File: config.mk
export PLATFORM = sky130hd
export DESIGN_NAME = traffic_cfg_sequencer
export DESIGN_NICKNAME = d
export VERILOG_FILES = /design/src/rtl/traffic_cfg_sequencer.sv
export SDC_FILE = /design/constraint.sdc
export NUM_CORES = 1
export LEC_CHECK = 0
export CORE_AREA = 2 2 80 121
export DETAILED_ROUTE_END_ITERATION = 10
export DIE_AREA = 0 0 82 123
export GPL_TIMING_DRIVEN = 0
export PLACE_DENSITY_LB_ADDON = 0.3
export SLEW_MARGIN = 15
export SYNTH_ARGS = -nofsm -noshare
export SYNTH_HDL_FRONTEND = slang
export SYNTH_SLANG_ARGS = --single-unit
File: constraint.sdc
create_clock -name clk_i -period 2.85 [get_ports clk_i]
set_clock_uncertainty 0.15 [all_clocks]
set_input_delay 0.7125 -clock clk_i [delete_from_list [all_inputs] [get_ports clk_i]]
set_output_delay 0.7125 -clock clk_i [all_outputs]
set_load 0.005 [all_outputs]
File: src/rtl/traffic_cfg_sequencer.sv
`default_nettype none
// ============================================================================
// Module  : traffic_cfg_sequencer
// Brief   : Turns host power/config requests into the traffic light's command sequence.
// Revision: 1.0
// ============================================================================
module traffic_cfg_sequencer #(
    parameter int DEF_RED_MS    = 10,
    parameter int DEF_YELLOW_MS = 3,
    parameter int DEF_GREEN_MS  = 8,
    parameter int MAX_MS        = 1000,
    parameter int CMD_GAP       = 2
) (
    input  logic        clk_i,
    input  logic        arst_i,
    input  logic        req_valid_i,
    output logic        req_ready_o,
    input  logic [1:0]  req_op_i,
    input  logic [15:0] req_red_i,
    input  logic [15:0] req_yellow_i,
    input  logic [15:0] req_green_i,
    output logic [2:0]  cmd_type_o,
    output logic        cmd_valid_o,
    output logic [15:0] cmd_data_o,
    output logic [1:0]  mode_o,
    output logic        busy_o,
    output logic        err_o
);

    typedef enum logic [1:0] {
        ST_IDLE  = 2'd0,
        ST_ISSUE = 2'd1,
        ST_GAP   = 2'd2
    } state_t;

    localparam logic [1:0]  c_mode_off   = 2'd0;
    localparam logic [1:0]  c_mode_blink = 2'd1;
    localparam logic [1:0]  c_mode_run   = 2'd2;
    localparam logic [1:0]  c_op_on      = 2'd0;
    localparam logic [1:0]  c_op_off     = 2'd1;
    localparam logic [1:0]  c_op_cfg     = 2'd2;
    localparam logic [15:0] c_max_ms     = 16'(MAX_MS);
    localparam logic [3:0]  c_gap_last   = 4'(CMD_GAP - 1);

    state_t      r_state;
    logic [4:0]  r_mask;
    logic [2:0]  r_pre_type;
    logic [1:0]  r_final_mode;
    logic [3:0]  r_gap_cnt;
    logic [15:0] r_red, r_yellow, r_green;
    logic [2:0]  r_cmd_type;
    logic        r_cmd_valid;
    logic [15:0] r_cmd_data;
    logic [1:0]  r_mode;
    logic        r_err;

    logic        w_accept, w_cfg_ok, w_cfg_load, w_reject;
    logic [4:0]  w_mask, w_sel_mask, w_rem_mask;
    logic [2:0]  w_pre_type, w_sel_pre, w_step, w_step_type;
    logic [1:0]  w_final_mode;
    logic [15:0] w_sel_red, w_sel_yellow, w_sel_green, w_step_data;

    // Steps are mask bits 0..4: PRE, CFG_R, CFG_Y, CFG_G, POST; lowest set bit goes next.
    function automatic logic [2:0] f_first_step(input logic [4:0] m);
        f_first_step = 3'd5;
        for (int i = 4; i >= 0; i--) begin
            if (m[i]) f_first_step = 3'(i);
        end
    endfunction

    assign w_accept   = req_valid_i && (r_state == ST_IDLE);
    assign w_cfg_ok   = (req_red_i != 16'd0)    && (req_red_i <= c_max_ms) &&
                        (req_yellow_i != 16'd0) && (req_yellow_i <= c_max_ms) &&
                        (req_green_i != 16'd0)  && (req_green_i <= c_max_ms);
    assign w_cfg_load = (req_op_i == c_op_cfg) && w_cfg_ok;
    assign w_reject   = (req_op_i == c_op_cfg) && !w_cfg_ok;

    always_comb begin
        w_mask       = 5'b00000;
        w_pre_type   = 3'd0;
        w_final_mode = r_mode;
        case (req_op_i)
            c_op_on: begin
                w_final_mode = c_mode_run;
                if (r_mode == c_mode_off)        w_mask = 5'b11111;
                else if (r_mode == c_mode_blink) w_mask = 5'b11110;
            end
            c_op_off: begin
                w_final_mode = c_mode_off;
                w_pre_type   = 3'd1;
                if (r_mode != c_mode_off) w_mask = 5'b00001;
            end
            c_op_cfg: begin
                w_pre_type = 3'd2;
                if (w_cfg_ok) begin
                    if (r_mode == c_mode_blink)    w_mask = 5'b01110;
                    else if (r_mode == c_mode_run) w_mask = 5'b11111;
                end
            end
            default: begin
                w_final_mode = c_mode_blink;
                if (r_mode == c_mode_run) begin
                    w_mask     = 5'b00001;
                    w_pre_type = 3'd2;
                end else if (r_mode == c_mode_off) begin
                    w_mask = 5'b01111;
                end
            end
        endcase
    end

    // The first command leaves on the same edge that loads the shadows, so bypass them.
    assign w_sel_mask   = (r_state == ST_IDLE) ? w_mask     : r_mask;
    assign w_sel_pre    = (r_state == ST_IDLE) ? w_pre_type : r_pre_type;
    assign w_sel_red    = (r_state == ST_IDLE && w_cfg_load) ? req_red_i    : r_red;
    assign w_sel_yellow = (r_state == ST_IDLE && w_cfg_load) ? req_yellow_i : r_yellow;
    assign w_sel_green  = (r_state == ST_IDLE && w_cfg_load) ? req_green_i  : r_green;
    assign w_step       = f_first_step(w_sel_mask);
    assign w_rem_mask   = w_sel_mask & ~(5'd1 << w_step);

    always_comb begin
        w_step_type = 3'd0;
        w_step_data = 16'd0;
        case (w_step)
            3'd0:    w_step_type = w_sel_pre;
            3'd1:    begin w_step_type = 3'd4; w_step_data = w_sel_red;    end
            3'd2:    begin w_step_type = 3'd5; w_step_data = w_sel_yellow; end
            3'd3:    begin w_step_type = 3'd3; w_step_data = w_sel_green;  end
            default: begin w_step_type = 3'd0; w_step_data = 16'd0;        end
        endcase
    end

    always_ff @(posedge clk_i or posedge arst_i) begin
        if (arst_i) begin
            r_state      <= ST_IDLE;
            r_mask       <= 5'b00000;
            r_pre_type   <= 3'd0;
            r_final_mode <= c_mode_off;
            r_gap_cnt    <= 4'd0;
            r_red        <= 16'(DEF_RED_MS);
            r_yellow     <= 16'(DEF_YELLOW_MS);
            r_green      <= 16'(DEF_GREEN_MS);
            r_cmd_type   <= 3'd0;
            r_cmd_valid  <= 1'b0;
            r_cmd_data   <= 16'd0;
            r_mode       <= c_mode_off;
            r_err        <= 1'b0;
        end else begin
            r_err       <= 1'b0;
            r_cmd_valid <= 1'b0;
            r_cmd_type  <= 3'd0;
            r_cmd_data  <= 16'd0;
            case (r_state)
                ST_IDLE: begin
                    if (w_accept) begin
                        if (w_cfg_load) begin
                            r_red    <= req_red_i;
                            r_yellow <= req_yellow_i;
                            r_green  <= req_green_i;
                        end
                        r_err      <= w_reject;
                        r_pre_type <= w_pre_type;
                        if (w_mask != 5'b00000) begin
                            r_state      <= ST_ISSUE;
                            r_cmd_valid  <= 1'b1;
                            r_cmd_type   <= w_step_type;
                            r_cmd_data   <= w_step_data;
                            r_mask       <= w_rem_mask;
                            r_final_mode <= w_final_mode;
                        end else begin
                            r_mode <= w_final_mode;
                        end
                    end
                end
                ST_ISSUE: begin
                    r_state   <= ST_GAP;
                    r_gap_cnt <= c_gap_last;
                end
                ST_GAP: begin
                    if (r_gap_cnt != 4'd0) begin
                        r_gap_cnt <= r_gap_cnt - 4'd1;
                    end else if (r_mask != 5'b00000) begin
                        r_state     <= ST_ISSUE;
                        r_cmd_valid <= 1'b1;
                        r_cmd_type  <= w_step_type;
                        r_cmd_data  <= w_step_data;
                        r_mask      <= w_rem_mask;
                    end else begin
                        r_state <= ST_IDLE;
                        r_mode  <= r_final_mode;
                    end
                end
                default: r_state <= ST_IDLE;
            endcase
        end
    end

    assign req_ready_o = (r_state == ST_IDLE);
    assign busy_o      = (r_state != ST_IDLE);
    assign cmd_type_o  = r_cmd_type;
    assign cmd_valid_o = r_cmd_valid;
    assign cmd_data_o  = r_cmd_data;
    assign mode_o      = r_mode;
    assign err_o       = r_err;

endmodule
`default_nettype wire

* Word-level counts from Yosys, hierarchy flattened
Index checks and enable logic that the tools add are counted.
** Word-level totals
- Output and inout port bits :: 25
- ROM bits :: 0
- Latch bits :: 0
- Flip-flop bits (word level) :: 87
- Memories kept :: 0
- Input port bits :: 53
- Memory bits (writable) :: 0
** Cells by class
- Muxes and demuxes :: 58
- Magnitude comparators :: 3
- Bitwise logic cells :: 2
- Shift operators :: 1
- $mul :: 0
- Add/sub/neg operators :: 1
- Eq/ne operators :: 16
- Reductions and logical operators :: 31
- Divide/modulo/power cells :: 0
** Operator list (count)
- $mux 16 :: 7
- $mux 5 :: 10
- $le 16x10->1 const B :: 3
- $pmux 16 s3 :: 1
- $reduce_bool 16->1 :: 3
- $pmux 16 s2 :: 1
- $mux 3 :: 9
- $pmux 2 s3 :: 3
- $mux 2 :: 8
- $pmux 5 s3 :: 1
- $mux 4 :: 3
- $pmux 3 s4 :: 1
- $ne 2x2->1 const B :: 5
- $pmux 5 s2 :: 1
- $reduce_and 5->1 :: 2
- $reduce_bool 5->1 :: 2
- $logic_and 1x1->1 :: 9
- $mux 1 :: 9
- $reduce_and 3->1 :: 3
- $pmux 4 s2 :: 1
- $reduce_bool 2->1 :: 4
- $eq 2x1->1 const B :: 3
- $eq 2x2->1 const B :: 3
- $eq 3x2->1 const B :: 2
- other kinds (14) :: 18

* Logic depth before layout (Yosys ltp)
- Depth in word-level cells :: 20
- Depth in mapped cells :: 10
- Mapped depth without buffers :: 9

* Worst setup path after synthesis
OpenSTA, ideal clock, no wires.
- Path kind :: input to register
- Start point :: input req_green_i[0]
- End point :: register r_red[0]
- Arrival time :: 2.454 ns
- Setup slack :: 0.121 ns
- Stages :: 8
- Path through :: nor4_1 > a211oi_1 > nor2_1 > nand4_4 > or2_1 > buf_6 > buf_6 > mux2_4
** Between the ends
- Longest elaborated chain between the ends :: 5
- Elaborated cells between the ends (all ways) :: 6
** RTL lines
- start, declared :: RTL line 21 : input logic [15:0] req_green_i,
- parallel branches: the longest is 2 deep, another holds $le 16x10->1
- $logic_and 1x1->1 (*) :: RTL line 74 : (req_green_i != 16'd0) && (req_green_i <= c_max_ms);
- $logic_and 1x1->1 (*) :: RTL line 75 : assign w_cfg_load = (req_op_i == c_op_cfg) && w_cfg_ok;
- $reduce_and 3->1 (no source line) (*)
- end signal, assigned :: RTL line 140 : r_red <= 16'(DEF_RED_MS);
- end signal, assigned :: RTL line 157 : r_red <= req_red_i;
- end, declared :: RTL line 50 : logic [15:0] r_red, r_yellow, r_green;
Mark *: on every way between the ends.
A chain may end at the register's enable or synchronous reset.

* Final worst setup path
- Start point :: input req_green_i[3]
- End point :: register r_cmd_data[8] (netlist: cmd_data_o[8])
** Between the ends
- Longest elaborated chain between the ends :: 16
- Elaborated cells between the ends (all ways) :: 27
** RTL lines
- parallel branches: the longest is 2 deep, another holds $le 16x10->1
- $logic_and 1x1->1 (*) :: RTL line 74
- $mux 5 :: RTL line 95 : if (w_cfg_ok) begin
- $pmux 5 s3 :: RTL line 82 : case (req_op_i)
- $mux 5 :: RTL line 113 : assign w_sel_mask = (r_state == ST_IDLE) ? w_mask : r_mask;
- $mux 1 :: RTL line 67 : if (m[i]) f_first_step = 3'(i);
- $mux 3 (4 in series) :: RTL line 67
- $eq 3x2->1 or $eq 3x1->1 (tied branches) :: RTL line 124 : case (w_step)
- $pmux 16 s3 :: RTL line 124
- $mux 16 (on tied branches) :: RTL line 182, 163
- $mux 16 (on tied branches) :: RTL line 180, 155
- $pmux 16 s2 (*) :: RTL line 153 : case (r_state)
- end signal, assigned :: RTL line 167 : r_cmd_data <= w_step_data;
- end signal, assigned :: RTL line 186 : r_cmd_data <= w_step_data;
- end, declared :: RTL line 53 : logic [15:0] r_cmd_data;
Marks and branches as above.

==> impl_metrics.py <==
metrics = {
    "routing": {
        "met3WireLength_um": 340,
        "vias": 3433,
        "drt-met1-wl_um": 4210,
        "drt_iter0_drc": 187,
        "routed_wl_um": 11200,
        "routed-wl-met2_um": 6280,
        "top_layer": "met4",
        "antenna_left": 0,
        "drcViolationCount": 0,
        "viasPerCell": 5.75,
        "drt-wirelength-per-cell_um": 18.7,
        "first_pass_iters": 4,
    },
    "pwr": {
        "swShare_pct": 35.2,
        "p_int_w": 0.00260,
        "p_seq_share_pct": 36.0,
        "clock_power_share_pct": 29.4,
        "finalPower_w": 0.00402,
        "leakagePower_nw": 2.60,
        "vdd_ir_drop_max_mv": 0.679,
        "pwr_density_cell_nw_per_um2": 701,
        "power.share.combinational_pct": 34.6,
        "power.switching_w": 0.00142,
    },
    "critical_path": {
        "cpLargestDelayFamily": "buffers and inverters",
        "r2r_cells": 7,
        "crit_type": "in2reg",
        "crit_required_ns": 2.95,
        "path_buf_inv": 3,
        "crit_arrival_ns": 2.93,
        "slowest_delay_ns": 0.56,
        "cp_slowest_cell": "clkdlybuf4s50_1",
        "worstSetupEndpointType": "flip-flop",
        "rrSetupSlack_ns": 0.22,
        "crit_fanout": 10,
        "regToRegEndpoint": "cmd_data_o[5]",
        "start_kind": "primary input",
        "path_cells": "clkdlybuf4s50_1, o21ai_0, a211oi_2, nor2_2, buf_4, and4_4, a21oi_4, clkbuf_4, nand3_1, a21oi_1",
        "worst_r2r_startpoint": "r_state[1]",
    },
    "global_route": {
        "grt_usage_pct": 23.1,
        "grt_pass1_wl_um": 17300,
        "grt_pass1_vias": 3455,
        "grt_max_degree": 37,
        "antenna_found_initial": 0,
        "overflow": 0,
    },
    "cts": {
        "cts_tree": "built",
        "cts_made_buffers": 9,
        "cts.sinks": 86,
        "htreeDepth": 3,
        "clock-root-buffer": "clkbuf_16",
        "worst_skew_pair.late_latency_ns": 0.34,
        "clockBufferDepth": 2,
        "path_clk_slew_ns": 0.06,
    },
    "die": {
        "rows": 43,
        "initial_core_util_pct": 45.9,
        "die_h_um": 123,
        "core_area_um2": 9040,
        "ioPinCount": 78,
        "dieArea_um2": 10100,
        "die_x_um": 82,
    },
    "synth": {
        "ys_warn_count": 0,
        "syn_nets": 436,
        "ys_seq_elements": 86,
        "synth_edf_count": 0,
        "syn_area_um2": 4150,
        "synth_ff_type": "dfrtp_1",
        "syn_area_per_cell_um2": 11.0,
        "yosysSeqAreaShare_pct": 52.0,
        "async_reset_ff_share_pct": 100,
        "syn_inst": 378,
        "synth_cell_types": 53,
    },
    "timing": {
        "maxClockFrequency_mhz": 353,
        "fin_crit_sh_pct": 99.4,
        "hold_viol": 0,
        "setup_viol": 0,
        "max_slew.worst_pin.slew_ns": 0.643,
        "relSlewSlack_pct": 57.1,
        "min_period_ns": 2.83,
        "drv_slew": 0,
    },
    "hold_path": {
        "holdPathEnd": "r_pre_type[1]",
        "hold_class": "reg2reg",
        "holdCritStartpoint": "r_pre_type[1]",
        "whs_path_depth": 2,
    },
    "placed_design": {
        "place_congestion": 0.889,
        "place_hpwl_um": 8130,
        "dp.cells": 568,
        "io_buffer_count": 76,
    },
    "layout": {
        "antenna_cells": 0,
        "stdcell_count": 597,
        "drive_gt1_share_pct": 21.9,
        "nNetsFinal": 538,
        "fillers": 715,
        "area_delta_synth_final_pct": 38.2,
    },
    "outcome": {
        "outcome": "complete, no violations",
    },
    "flow_run": {
        "drv_cap": 0,
    },
}
[what timing repair did]
action / CTS / global route
hold buffers: 0 / 0
resized for setup: 40 / 22
pin swaps: 8 / 16
setup buffers: 6 / 6
setup endpoints to repair: 75 / 61
cloned: 1 / 0
[stage by stage]
stage	area [µm²]	TNS (ns)	worst slack [ns]	hold slack [ns]	utilization [%]
finish	5740	0	0.0160	0.335	63.5
global route	5740	-2.27	-0.0874	0.353	63.5
CTS	5600	0	0.00166	0.336	61.9
detailed placement	5090	-52.96	-0.908	0.322	56.4
global placement	5050	-51.80	-0.863	0.314	55.9
floorplan	4150	0	0.121	0.300	-
[layer usage]
layer / up-vias / GRT usage (%)
met5: - / 0
met4: 0 / 9.90
met3: 28 / 4.67
met2: 79 / 41.4
met1: 1726 / 26.0
li1: 1600 / -
[state kept, by name, indices dropped and copies added, names as in the netlist]
| name | flops |
|---|---|
| cmd_data_o | 16 |
| r_green | 16 |
| r_red | 16 |
| r_yellow | 16 |
| r_mask | 5 |
| r_gap_cnt | 4 |
| cmd_type_o | 3 |
| mode_o | 2 |
| r_final_mode | 2 |
| r_pre_type | 2 |
| r_state | 2 |
| cmd_valid_o | 1 |
| err_o | 1 |
[how the worst max path moves through the flow]
stage / start / end / slack, ns / cells past startpoint
after detailed placement: req_green_i[0] / cmd_data_o[5] / -0.91 / 9
final: req_green_i[3] / cmd_data_o[8] / 0.02 / 10
after CTS: req_green_i[13] / r_green[8] / 0.002 / 8
after global placement: req_green_i[0] / cmd_data_o[5] / -0.86 / 9
after floorplan: req_green_i[0] / r_red[0] / 0.12 / 8
after global routing: req_green_i[3] / cmd_data_o[13] / -0.09 / 10
[synthesized netlist by cell type (3+ instances only)]
library cell	count	area, µm²
clkbuf_1	12	45.0
nand2_1	13	48.8
dfstp_2	5	131
a22oi_1	16	120
a21o_1	3	22.5
mux2_2	18	203
nand4_1	10	62.6
dfrtp_1	81	2030
nor2_1	23	86.3
mux2_4	10	150
nor3_1	8	40.0
nor4_1	16	100
and2_1	20	125
o21ai_0	16	80.1
a21oi_1	30	150
ha_1	5	62.6
inv_1	12	45.0
nand3_1	17	85.1
buf_2	5	25.0
mux2_1	13	146
a211oi_1	4	30.0
[power groups by stage]
stage	combinational [W]	clock, W	sequential, W
global route	0.00152	0.00125	0.00146
floorplan	0.000785	0	0.00144
finish	0.00139	0.00118	0.00145
detailed placement	0.00123	0	0.00147
global placement	0.00119	0	0.00146
CTS	0.00136	0.00120	0.00145
[layout by cell type (no fill, tap or decap), drive strengths merged, types with 17 or more instances in the layout]
cell	Yosys	final
o21ai	18	18
nor4	17	17
dfrtp	81	81
clkbuf	12	23
a21oi	30	30
buf	7	21
nand3	17	17
mux2	41	41
and2	20	20
nor2	23	23
clkdlybuf4s50	0	56
[tightest hold or removal path: cells and delay by family (launching register included)]
family | cells | cell delay (ns)
DFF | 1 | 0.34
AOI/OAI and AO/OA | 1 | 0.06
and+or+nand+nor | 1 | 0.04
[area by class of cell]
class                           instances  area (µm²)  share of cell area [%]
Multi-Input combinational cell        260        2000                    34.9
Timing Repair Buffer                   91         947                    16.5
Clock buffer                           11         243                    4.23
Inverter                               13        52.6                   0.916
Buffer                                 19         133                    2.31
Sequential cell                        86        2160                    37.6
Clock inverter                          5        58.8                    1.03
Tap cell                              112         140                    2.44
[logic make-up after synthesis]
logic type / Yosys count / share of synthesized area, %
fa+ha+maj: 5 / 1.51
flops: 86 / 52.0
compound gates: 90 / 14.2
buf+inv: 32 / 3.41
mux: 41 / 12.0
simple gates: 124 / 16.9
No activity file was read; power rests on OpenSTA's default activity.
